File: src/rtl/my_sync_fifo_if.sv
// Handshake/data bundle for my_sync_fifo.
// The master drives the write and read requests; the slave (the FIFO) drives data, flags and errors.
interface my_sync_fifo_if #(
    parameter int unsigned WIDTH = 9,
    parameter int unsigned DEPTH = 512
);
    localparam int unsigned CW = $clog2(DEPTH) + 1;

    logic [WIDTH-1:0] din;
    logic             wr_en;
    logic             rd_en;
    logic [WIDTH-1:0] dout;
    logic             full;
    logic             empty;
    logic             almostfull;
    logic             almostempty;
    logic [CW-1:0]    count;
    logic             wrerr;
    logic             rderr;

    modport master (
        output din, wr_en, rd_en,
        input  dout, full, empty, almostfull, almostempty, count, wrerr, rderr
    );

    modport slave (
        input  din, wr_en, rd_en,
        output dout, full, empty, almostfull, almostempty, count, wrerr, rderr
    );
endinterface

File: src/rtl/my_sync_fifo.sv
// Single-clock FIFO with exact occupancy count, almost-full/almost-empty flags and error pulses.
// Define MY_SYNC_FIFO_FWFT_EN for first-word-fall-through; the default build uses a registered dout.
module my_sync_fifo #(
    parameter int unsigned WIDTH     = 9,
    parameter int unsigned DEPTH     = 512,
    parameter int unsigned AF_OFFSET = 128,
    parameter int unsigned AE_OFFSET = 128
) (
    input  logic          clk,
    input  logic          rst,
    my_sync_fifo_if.slave bus_io
);
    localparam int unsigned AW = $clog2(DEPTH);
    localparam int unsigned CW = AW + 1;
    localparam logic [CW-1:0] FullCnt = CW'(DEPTH);
    localparam logic [CW-1:0] AfCnt   = CW'(DEPTH - AF_OFFSET);
    localparam logic [CW-1:0] AeCnt   = CW'(AE_OFFSET);

    logic [WIDTH-1:0] mem_q [DEPTH];
    logic [AW-1:0]    wr_ptr_q, wr_ptr_d;
    logic [AW-1:0]    rd_ptr_q, rd_ptr_d;
    logic [CW-1:0]    count_q, count_d;
    logic             wrerr_q, wrerr_d;
    logic             rderr_q, rderr_d;
    logic             full, empty, wr_ok, rd_ok;

    // Flags come only from the registered count, so no request input reaches them combinationally.
    assign full  = (count_q == FullCnt);
    assign empty = (count_q == '0);
    assign wr_ok = bus_io.wr_en & ~full;
    assign rd_ok = bus_io.rd_en & ~empty;

    always_comb begin
        wr_ptr_d = wr_ptr_q;
        rd_ptr_d = rd_ptr_q;
        count_d  = count_q;
        wrerr_d  = bus_io.wr_en & ~wr_ok;
        rderr_d  = bus_io.rd_en & ~rd_ok;
        if (wr_ok) wr_ptr_d = wr_ptr_q + AW'(1);
        if (rd_ok) rd_ptr_d = rd_ptr_q + AW'(1);
        case ({wr_ok, rd_ok})
            2'b10:   count_d = count_q + CW'(1);
            2'b01:   count_d = count_q - CW'(1);
            default: count_d = count_q;
        endcase
    end

    always_ff @(posedge clk or posedge rst) begin
        if (rst) begin
            wr_ptr_q <= '0;
            rd_ptr_q <= '0;
            count_q  <= '0;
            wrerr_q  <= 1'b0;
            rderr_q  <= 1'b0;
        end else begin
            wr_ptr_q <= wr_ptr_d;
            rd_ptr_q <= rd_ptr_d;
            count_q  <= count_d;
            wrerr_q  <= wrerr_d;
            rderr_q  <= rderr_d;
        end
    end

    // Storage is deliberately left out of reset so it can map onto block RAM.
    always_ff @(posedge clk) begin
        if (wr_ok) mem_q[wr_ptr_q] <= bus_io.din;
    end

`ifdef MY_SYNC_FIFO_FWFT_EN
    assign bus_io.dout = empty ? '0 : mem_q[rd_ptr_q];
`else
    logic [WIDTH-1:0] dout_q, dout_d;

    always_comb begin
        dout_d = dout_q;
        if (rd_ok) dout_d = mem_q[rd_ptr_q];
    end

    always_ff @(posedge clk or posedge rst) begin
        if (rst) dout_q <= '0;
        else     dout_q <= dout_d;
    end

    assign bus_io.dout = dout_q;
`endif

    assign bus_io.full        = full;
    assign bus_io.empty       = empty;
    assign bus_io.almostfull  = (count_q >= AfCnt);
    assign bus_io.almostempty = (count_q <= AeCnt);
    assign bus_io.count       = count_q;
    assign bus_io.wrerr       = wrerr_q;
    assign bus_io.rderr       = rderr_q;
endmodule

File: src/flat_wrapper.sv
// flat-port wrapper written by rule: the top's interface ports become plain ports
module my_sync_fifo_flat 
#(
    parameter int unsigned WIDTH     = 9,
    parameter int unsigned DEPTH     = 512,
    parameter int unsigned AF_OFFSET = 128,
    parameter int unsigned AE_OFFSET = 128
)
  (clk, rst, bus_io_din, bus_io_wr_en, bus_io_rd_en, bus_io_dout, bus_io_full, bus_io_empty, bus_io_almostfull, bus_io_almostempty, bus_io_count, bus_io_wrerr, bus_io_rderr);
  my_sync_fifo_if #(.WIDTH(WIDTH), .DEPTH(DEPTH)) bus_io_i ();
  input  logic clk;
  input  logic rst;
  input wire logic [$bits(bus_io_i.din)-1:0] bus_io_din;
  input wire logic [$bits(bus_io_i.wr_en)-1:0] bus_io_wr_en;
  input wire logic [$bits(bus_io_i.rd_en)-1:0] bus_io_rd_en;
  output wire logic [$bits(bus_io_i.dout)-1:0] bus_io_dout;
  output wire logic [$bits(bus_io_i.full)-1:0] bus_io_full;
  output wire logic [$bits(bus_io_i.empty)-1:0] bus_io_empty;
  output wire logic [$bits(bus_io_i.almostfull)-1:0] bus_io_almostfull;
  output wire logic [$bits(bus_io_i.almostempty)-1:0] bus_io_almostempty;
  output wire logic [$bits(bus_io_i.count)-1:0] bus_io_count;
  output wire logic [$bits(bus_io_i.wrerr)-1:0] bus_io_wrerr;
  output wire logic [$bits(bus_io_i.rderr)-1:0] bus_io_rderr;
  assign bus_io_i.din = bus_io_din;
  assign bus_io_i.wr_en = bus_io_wr_en;
  assign bus_io_i.rd_en = bus_io_rd_en;
  assign bus_io_dout = bus_io_i.dout;
  assign bus_io_full = bus_io_i.full;
  assign bus_io_empty = bus_io_i.empty;
  assign bus_io_almostfull = bus_io_i.almostfull;
  assign bus_io_almostempty = bus_io_i.almostempty;
  assign bus_io_count = bus_io_i.count;
  assign bus_io_wrerr = bus_io_i.wrerr;
  assign bus_io_rderr = bus_io_i.rderr;
  my_sync_fifo #(.WIDTH(WIDTH), .DEPTH(DEPTH), .AF_OFFSET(AF_OFFSET), .AE_OFFSET(AE_OFFSET)) u_core (.clk(clk), .rst(rst), .bus_io(bus_io_i));
endmodule
File: config.mk
export PLATFORM = sky130hd
export DESIGN_NAME = my_sync_fifo_flat
export DESIGN_NICKNAME = d
export VERILOG_FILES = /design/src/rtl/my_sync_fifo_if.sv /design/src/rtl/my_sync_fifo.sv /design/src/flat_wrapper.sv
export SDC_FILE = /design/constraint.sdc
export NUM_CORES = 2
export LEC_CHECK = 0
export BUFFER_PORTS_ARGS = -buffer_cell sky130_fd_sc_hd__buf_2
export CORE_MARGIN = 4
export CORE_UTILIZATION = 40
export CTS_CLUSTER_SIZE = 12
export DETAILED_ROUTE_END_ITERATION = 8
export GPL_ROUTABILITY_DRIVEN = 0
export PLACE_DENSITY = 0.62
export SETUP_SLACK_MARGIN = 0.3
export SYNTH_ARGS = -nofsm -noshare
export SYNTH_HDL_FRONTEND = slang
export SYNTH_MEMORY_MAX_BITS = 65536
export SYNTH_SLANG_ARGS = --single-unit
File: constraint.sdc
create_clock -name clk -period 3.7 [get_ports clk]
set_input_delay 0.74 -clock clk [delete_from_list [all_inputs] [get_ports clk]]
set_output_delay 0.74 -clock clk [all_outputs]
set_load 0.05 [all_outputs]
# ---- Word level (Yosys, flattened, before mapping)
# Memory sizes are Yosys's and may differ from the RTL's. A register that Yosys moved wholly into a read port is not among the register bits.
# Index checks and enable logic that the tools add are counted.
dict set report totals {
  reg_bits 30
  mem_bits_rw 4608
  in_bits 13
  output_inout_bits 25
  elab_cells 28
  mem_count 1
}
# name words width read_ports rd_clocked_by_memory_dff write_ports line
set mem_list {}
lappend mem_list {u_core.mem_q 512 9 1 1 1 my_sync_fifo.sv:19} ;# logic [WIDTH-1:0] mem_q [DEPTH];
dict set report op_classes {
  addsub 4
  magnitude_cmp 2
  eq_ne 3
  n_mux 3
  bitwise 8
  reduce_logical 2
}
# op count
set op_table {}
lappend op_table {{one-hot mux 10 bit (2 select lines)} 1}
lappend op_table {{adder 9 x 1 -> 9 bit (second input constant)} 2}
lappend op_table {{adder 10 x 1 -> 10 bit (second input constant)} 1}
lappend op_table {{== test 10 bit (second input constant)} 1}
lappend op_table {{>= comparator 10 x 9 -> 1 bit (second input constant)} 1}
lappend op_table {{less-or-equal comparator 10 x 8 -> 1 bit (second input constant)} 1}
lappend op_table {{logical NOT 10 bit} 1}
lappend op_table {{subtractor 10 x 1 -> 10 bit (second input constant)} 1}
lappend op_table {{AND 1 bit} 4}
lappend op_table {{NOT 1 bit} 4}
lappend op_table {{== test 2 x 1 -> 1 bit (second input constant)} 1}
lappend op_table {{== test 2 bit (second input constant)} 1}
lappend op_table {{2-to-1 mux 1 bit} 2}
lappend op_table {{nonzero test 2 bit} 1}

# ---- Longest topological paths before layout
dict set report depth {
  word_depth 5
  depth_mapped 16
  depth_no_buf 15
}

# ---- Worst setup path before layout
# Ideal clock, no wire load.
dict set report synth_path {
  path_type {register to register}
  from {register u_core.count_q[3], in the netlist u_core.bus_io.count[3]}
  to {register u_core.count_q[9], in the netlist u_core.bus_io.count[9]}
  setup_time_ns 0.130
  arrival_ns 3.814
  required_time_ns 3.570
  slack_ns -0.245
  path_stages_with_launch 15
  n_path_buf 0
  synth_period_minus_slack_ns 3.945
  cell_sequence {dfrtp_1 -> nor4_1 -> and3_1 -> nand2b_1 -> inv_1 -> ha_1 -> ha_1 -> a21o_1 -> a21oi_1 -> o21ai_0 -> a21oi_1 -> o21ai_0 -> a31oi_1 -> mux2i_1 -> o31ai_1}
}
dict set report synth_between {
  elab_chain_len 5
  elab_cells_between_ends 12
  classes_between {add/sub (2); eq/ne (3); mux (1); bitwise (4); reduce/logical (2)}
}
# item line
set synth_lines {}
lappend synth_lines {{start: declaration} my_sync_fifo.sv:22} ;# logic [CW-1:0] count_q, count_d;
lappend synth_lines {{start signal: assignment} my_sync_fifo.sv:58} ;# count_q <= count_d;
lappend synth_lines {{logical NOT 10 bit (*)} my_sync_fifo.sv:29} ;# assign empty = (count_q == '0);
lappend synth_lines {{via bus_io_empty} flat_wrapper.sv:18} ;# output wire logic [$bits(bus_io_i.empty)-1:0] bus_io_empty;
lappend synth_lines {{NOT 1 bit (*)} my_sync_fifo.sv:31} ;# assign rd_ok = bus_io.rd_en & ~empty;
lappend synth_lines {{AND 1 bit (*)} my_sync_fifo.sv:31}
lappend synth_lines {{via u_core.rd_ok} my_sync_fifo.sv:25} ;# logic full, empty, wr_ok, rd_ok;
lappend synth_lines {{== test 2 x 1 -> 1 bit or == test 2 bit (tied branches)} my_sync_fifo.sv:41} ;# case ({wr_ok, rd_ok})
lappend synth_lines {{one-hot mux 10 bit (2 select lines) or nonzero test 2 bit (tied branches)} n/a}
# Mark *: on every way through the listed nets, which the timed path passes. The rest lies on a longest branch.
# A chain may end at the register's enable or synchronous reset.

==> flow_summary.ini <==
[clock_network]
clkLatencyLatePin_ns = 0.99
htree_levels = 5
cts.sinks = 4647
worst_setup_hold_path_clk_slew_ns = 0.06
cts_root_buffer = sky130_fd_sc_hd__clkbuf_16
cts_tree = done
clock_path_buffers = 4
numCtsBuffers = 465

[worst_setup_path]
timing.critical_path.fanout_max = 8
worst_setup_path_start_kind = flop
timing.critical_path.arrival_ns = 4.34
critical_path_required_ns = 4.55
timing_worst_setup_path_type = reg2reg
end_kind = flop

[grt]
grt_first_pass_wirelength_um = 692000
grt.overflow.total = 0
first_global_vias = 90992
grt_max_degree = 150
grt_antenna_before_repair = 29
grt_use_total = 0.208

[die]
fp-row-count = 246
dieArea_mm2 = 0.463
die_x_um = 680
initial_core_utilization = 0.402
dieHeight_um = 680
floorplan.io_pins = 38
core-area_mm2 = 0.450

[routing]
first_pass_iters = 6
vias_per_cell = 5.84
wl_per_cell_um = 31.7
postRouteAntennaNets = 0
drt-total-wl_um = 490000
detailroute.via_count = 90159
initialDrtViolationCount = 12290
drc = 0

[final_layout]
drive_gt1_frac = 0.330
area.sequential_mm2 = 0.139
multi_input_area_mm2 = 0.0392
area_delta_synth_final_pct = 16.7
nNetsFinal = 9214
filler_cell_count = 36423
layout.cell_area.non_filler_mm2 = 0.211
utilization = 0.469

[synth]
async_reset_ff_frac = 0.00839
synth_area_mm2 = 0.181
postSynthAreaPerCell_um2 = 22.5
postSynth.topFlopCell = sky130_fd_sc_hd__edfxtp_1
mappedNetlistNets = 8065
syn_inst = 8037
synth_largest_area_cell = sky130_fd_sc_hd__edfxtp_1
yosys-top-cells-area = sky130_fd_sc_hd__edfxtp_1 (77%), sky130_fd_sc_hd__mux4_2 (15%), sky130_fd_sc_hd__nor2_1 (1.2%)
unique_masters_post_synth = 69
yosys.area.top_type_share = 0.765
flops_latches_synth = 4647
synth_most_common_cell = sky130_fd_sc_hd__edfxtp_1
top_post_synthesis_cells_by_count = sky130_fd_sc_hd__edfxtp_1 (4608), sky130_fd_sc_hd__mux4_2 (1236), sky130_fd_sc_hd__nor2_1 (569)
synth_enable_flop_cells = 4608
yosysWarningCount = 0
synth_sequential_area_ratio = 0.770

[power_and_ir_drop]
power_density_mw_per_mm2 = 709
power.share.combinational = 0.319
vdd.ir_drop.worst_mv = 0.511
internal-power_mw = 104
switchingPower_mw = 46.0
sw_frac_of_total = 0.307
leakage_power_nw = 66.9
power.share.clock = 0.287
seq_power_share = 0.394
power_mw = 150

[sta]
final_critical_path_setup_slack_ns = 0.206
timing.fmax_mhz = 286
tightest_slew_ns = 1.34
final_worst_path_cycle_share = 0.944
timing.final.max_slew_violations = 0
timing.setup.tns_ns = 0
timing.final.hold_violations = 0
finalSetupViolations = 0
slew_headroom = 0.105
grt_setup_unrepaired = true
timing.clock.skew_ns = 0.0624
finalCriticalPeriod_ns = 3.49

[flow_run]
drv_cap = 0

[place]
placement.io_buffers = 37
place.detailed.hpwl_um = 309000
worst_slack_after_detailed_placement_ns = -0.391
detailed_place.area_mm2 = 0.195

[outcome]
outcome = finished, final reports clean

[min_path]
min-delay-path-class = in2reg
[registers in the layout, indices dropped and copies added, names as in the netlist]
register	cells
u_core.bus_io.count	10
u_core.rd_ptr_q	9
u_core.bus_io.dout	9
u_core.bus_io.rderr	1
u_core.mem_q	4608
u_core.bus_io.wrerr	1
u_core.wr_ptr_q	9
[layout by cell type, fill, tap and decap left out, types with 11 or more instances in the layout]
master	count
sky130_fd_sc_hd__a211oi_2	11
sky130_fd_sc_hd__a22oi_1	21
sky130_fd_sc_hd__clkbuf_16	489
sky130_fd_sc_hd__mux4_2	1239
sky130_fd_sc_hd__buf_12	125
sky130_fd_sc_hd__buf_16	29
sky130_fd_sc_hd__mux2i_1	188
sky130_fd_sc_hd__mux4_1	36
sky130_fd_sc_hd__edfxtp_1	4608
sky130_fd_sc_hd__clkinv_2	30
sky130_fd_sc_hd__mux2i_2	11
sky130_fd_sc_hd__clkbuf_1	138
sky130_fd_sc_hd__buf_4	931
sky130_fd_sc_hd__ha_1	13
sky130_fd_sc_hd__clkbuf_8	11
sky130_fd_sc_hd__xnor2_1	17
sky130_fd_sc_hd__a21oi_1	71
sky130_fd_sc_hd__a211oi_1	60
sky130_fd_sc_hd__nand4_1	11
sky130_fd_sc_hd__nand2b_1	16
sky130_fd_sc_hd__nand2_4	15
sky130_fd_sc_hd__nand3_1	20
sky130_fd_sc_hd__buf_2	28
sky130_fd_sc_hd__nand2_1	128
sky130_fd_sc_hd__dfrtp_1	25
sky130_fd_sc_hd__buf_8	12
sky130_fd_sc_hd__nor2_1	557
sky130_fd_sc_hd__mux2_2	36
sky130_fd_sc_hd__clkinv_1	85
sky130_fd_sc_hd__nor2b_1	65
sky130_fd_sc_hd__diode_2	11
sky130_fd_sc_hd__nor3_1	36
sky130_fd_sc_hd__a31oi_1	12
sky130_fd_sc_hd__o22ai_1	63
sky130_fd_sc_hd__buf_6	17
sky130_fd_sc_hd__o21ai_0	45
sky130_fd_sc_hd__inv_1	13
[routing by layer]
| layer | GRT usage | vias to the layer above | share of wire |
|---|---|---|---|
| met5 | 0 | - | 0.000090 |
| met4 | 0.0792 | 6 | 0.042 |
| met3 | 0.0413 | 857 | 0.094 |
| met2 | 0.328 | 4756 | 0.47 |
| met1 | 0.287 | 48335 | 0.39 |
| li1 | - | 36205 | - |
[what timing repair did]
item	CTS	global route
hold buffers	3	0
gates resized for setup	67	110
gates cloned	4	18
endpoints found under the setup margin	28	43
buffers inserted	12	52
endpoints found under the hold margin	24	0
pin swaps	6	20
[cell families (layout without fill, tap and decap cells)]
kind of cell	count (synthesis)	count (layout)	share of synthesized area
xor+xnor	20	20	0.000969
other cells	0	11	0
fa+ha+maj	15	15	0.00108
buf+inv	501	1951	0.0172
mux	1517	1517	0.173
simple gates	927	927	0.0219
flops	4647	4647	0.770
compound gates	410	410	0.0152
[power by group through the flow]
| stage | combinational, mW | sequential (mW) | clock (mW) |
|---|---|---|---|
| 2_1_floorplan | 27.3 | 59.9 | 0 |
| 3_3_place_gp | 44.7 | 60.0 | 0 |
| 3_5_place_dp | 44.8 | 60.1 | 0 |
| 4_1_cts | 45.9 | 58.9 | 43.7 |
| 5_1_grt | 49.6 | 58.9 | 46.0 |
| 6_report | 47.7 | 58.9 | 43.0 |
[layout make-up]
type / count / share of cell area
Clock inverter: 148 / 0.00523
Clock buffer: 620 / 0.0590
Tap cell: 5952 / 0.0353
Multi-Input combinational cell: 2889 / 0.186
Antenna cell: 11 / 0.000130
Sequential cell: 4647 / 0.661
Inverter: 17 / 0.000338
Timing Repair Buffer: 1166 / 0.0539
[critical path, cell delays in order (launching register included)]
cell                       delay (ns)
sky130_fd_sc_hd__dfrtp_4         0.44
sky130_fd_sc_hd__buf_12          0.16
sky130_fd_sc_hd__buf_16          0.18
sky130_fd_sc_hd__buf_16          0.16
sky130_fd_sc_hd__buf_16          0.13
sky130_fd_sc_hd__mux4_2          0.50
sky130_fd_sc_hd__mux2i_1         0.21
sky130_fd_sc_hd__mux2i_2         0.16
sky130_fd_sc_hd__o22a_1          0.25
sky130_fd_sc_hd__o211ai_1        0.28
sky130_fd_sc_hd__o21ai_2         0.24
sky130_fd_sc_hd__buf_4           0.20
sky130_fd_sc_hd__o221ai_4        0.21
sky130_fd_sc_hd__buf_6           0.14
sky130_fd_sc_hd__nand3_2         0.05
[through the flow]
| step | hold slack, ns | instances |
|---|---|---|
| after floorplan | 0.493 | 8037 |
| after global placement | 0.507 | 14582 |
| after detailed placement | 0.540 | 14582 |
| after CTS | 0.0717 | 15369 |
| after global routing | 0.103 | 15442 |
| final | 0.144 | 15450 |
[path summary, 6_finish.rpt]
kind	start	to	slack (ns)	depth (start not counted)
max	u_core.rd_ptr_q[0]	u_core.bus_io.dout[2]	0.21	14
min	bus_io_din[0]	u_core.mem_q[287][0]	0.14	1
max reg2reg	u_core.rd_ptr_q[0]	u_core.bus_io.dout[2]	0.21	14
min reg2reg	u_core.bus_io.count[0]	u_core.bus_io.count[0]	0.55	1
max in group asynchronous	rst	u_core.bus_io.dout[2]	2.49	4
min in group asynchronous	rst	u_core.bus_io.count[9]	0.47	3
Note: power is estimated with default switching activity, not from simulation.
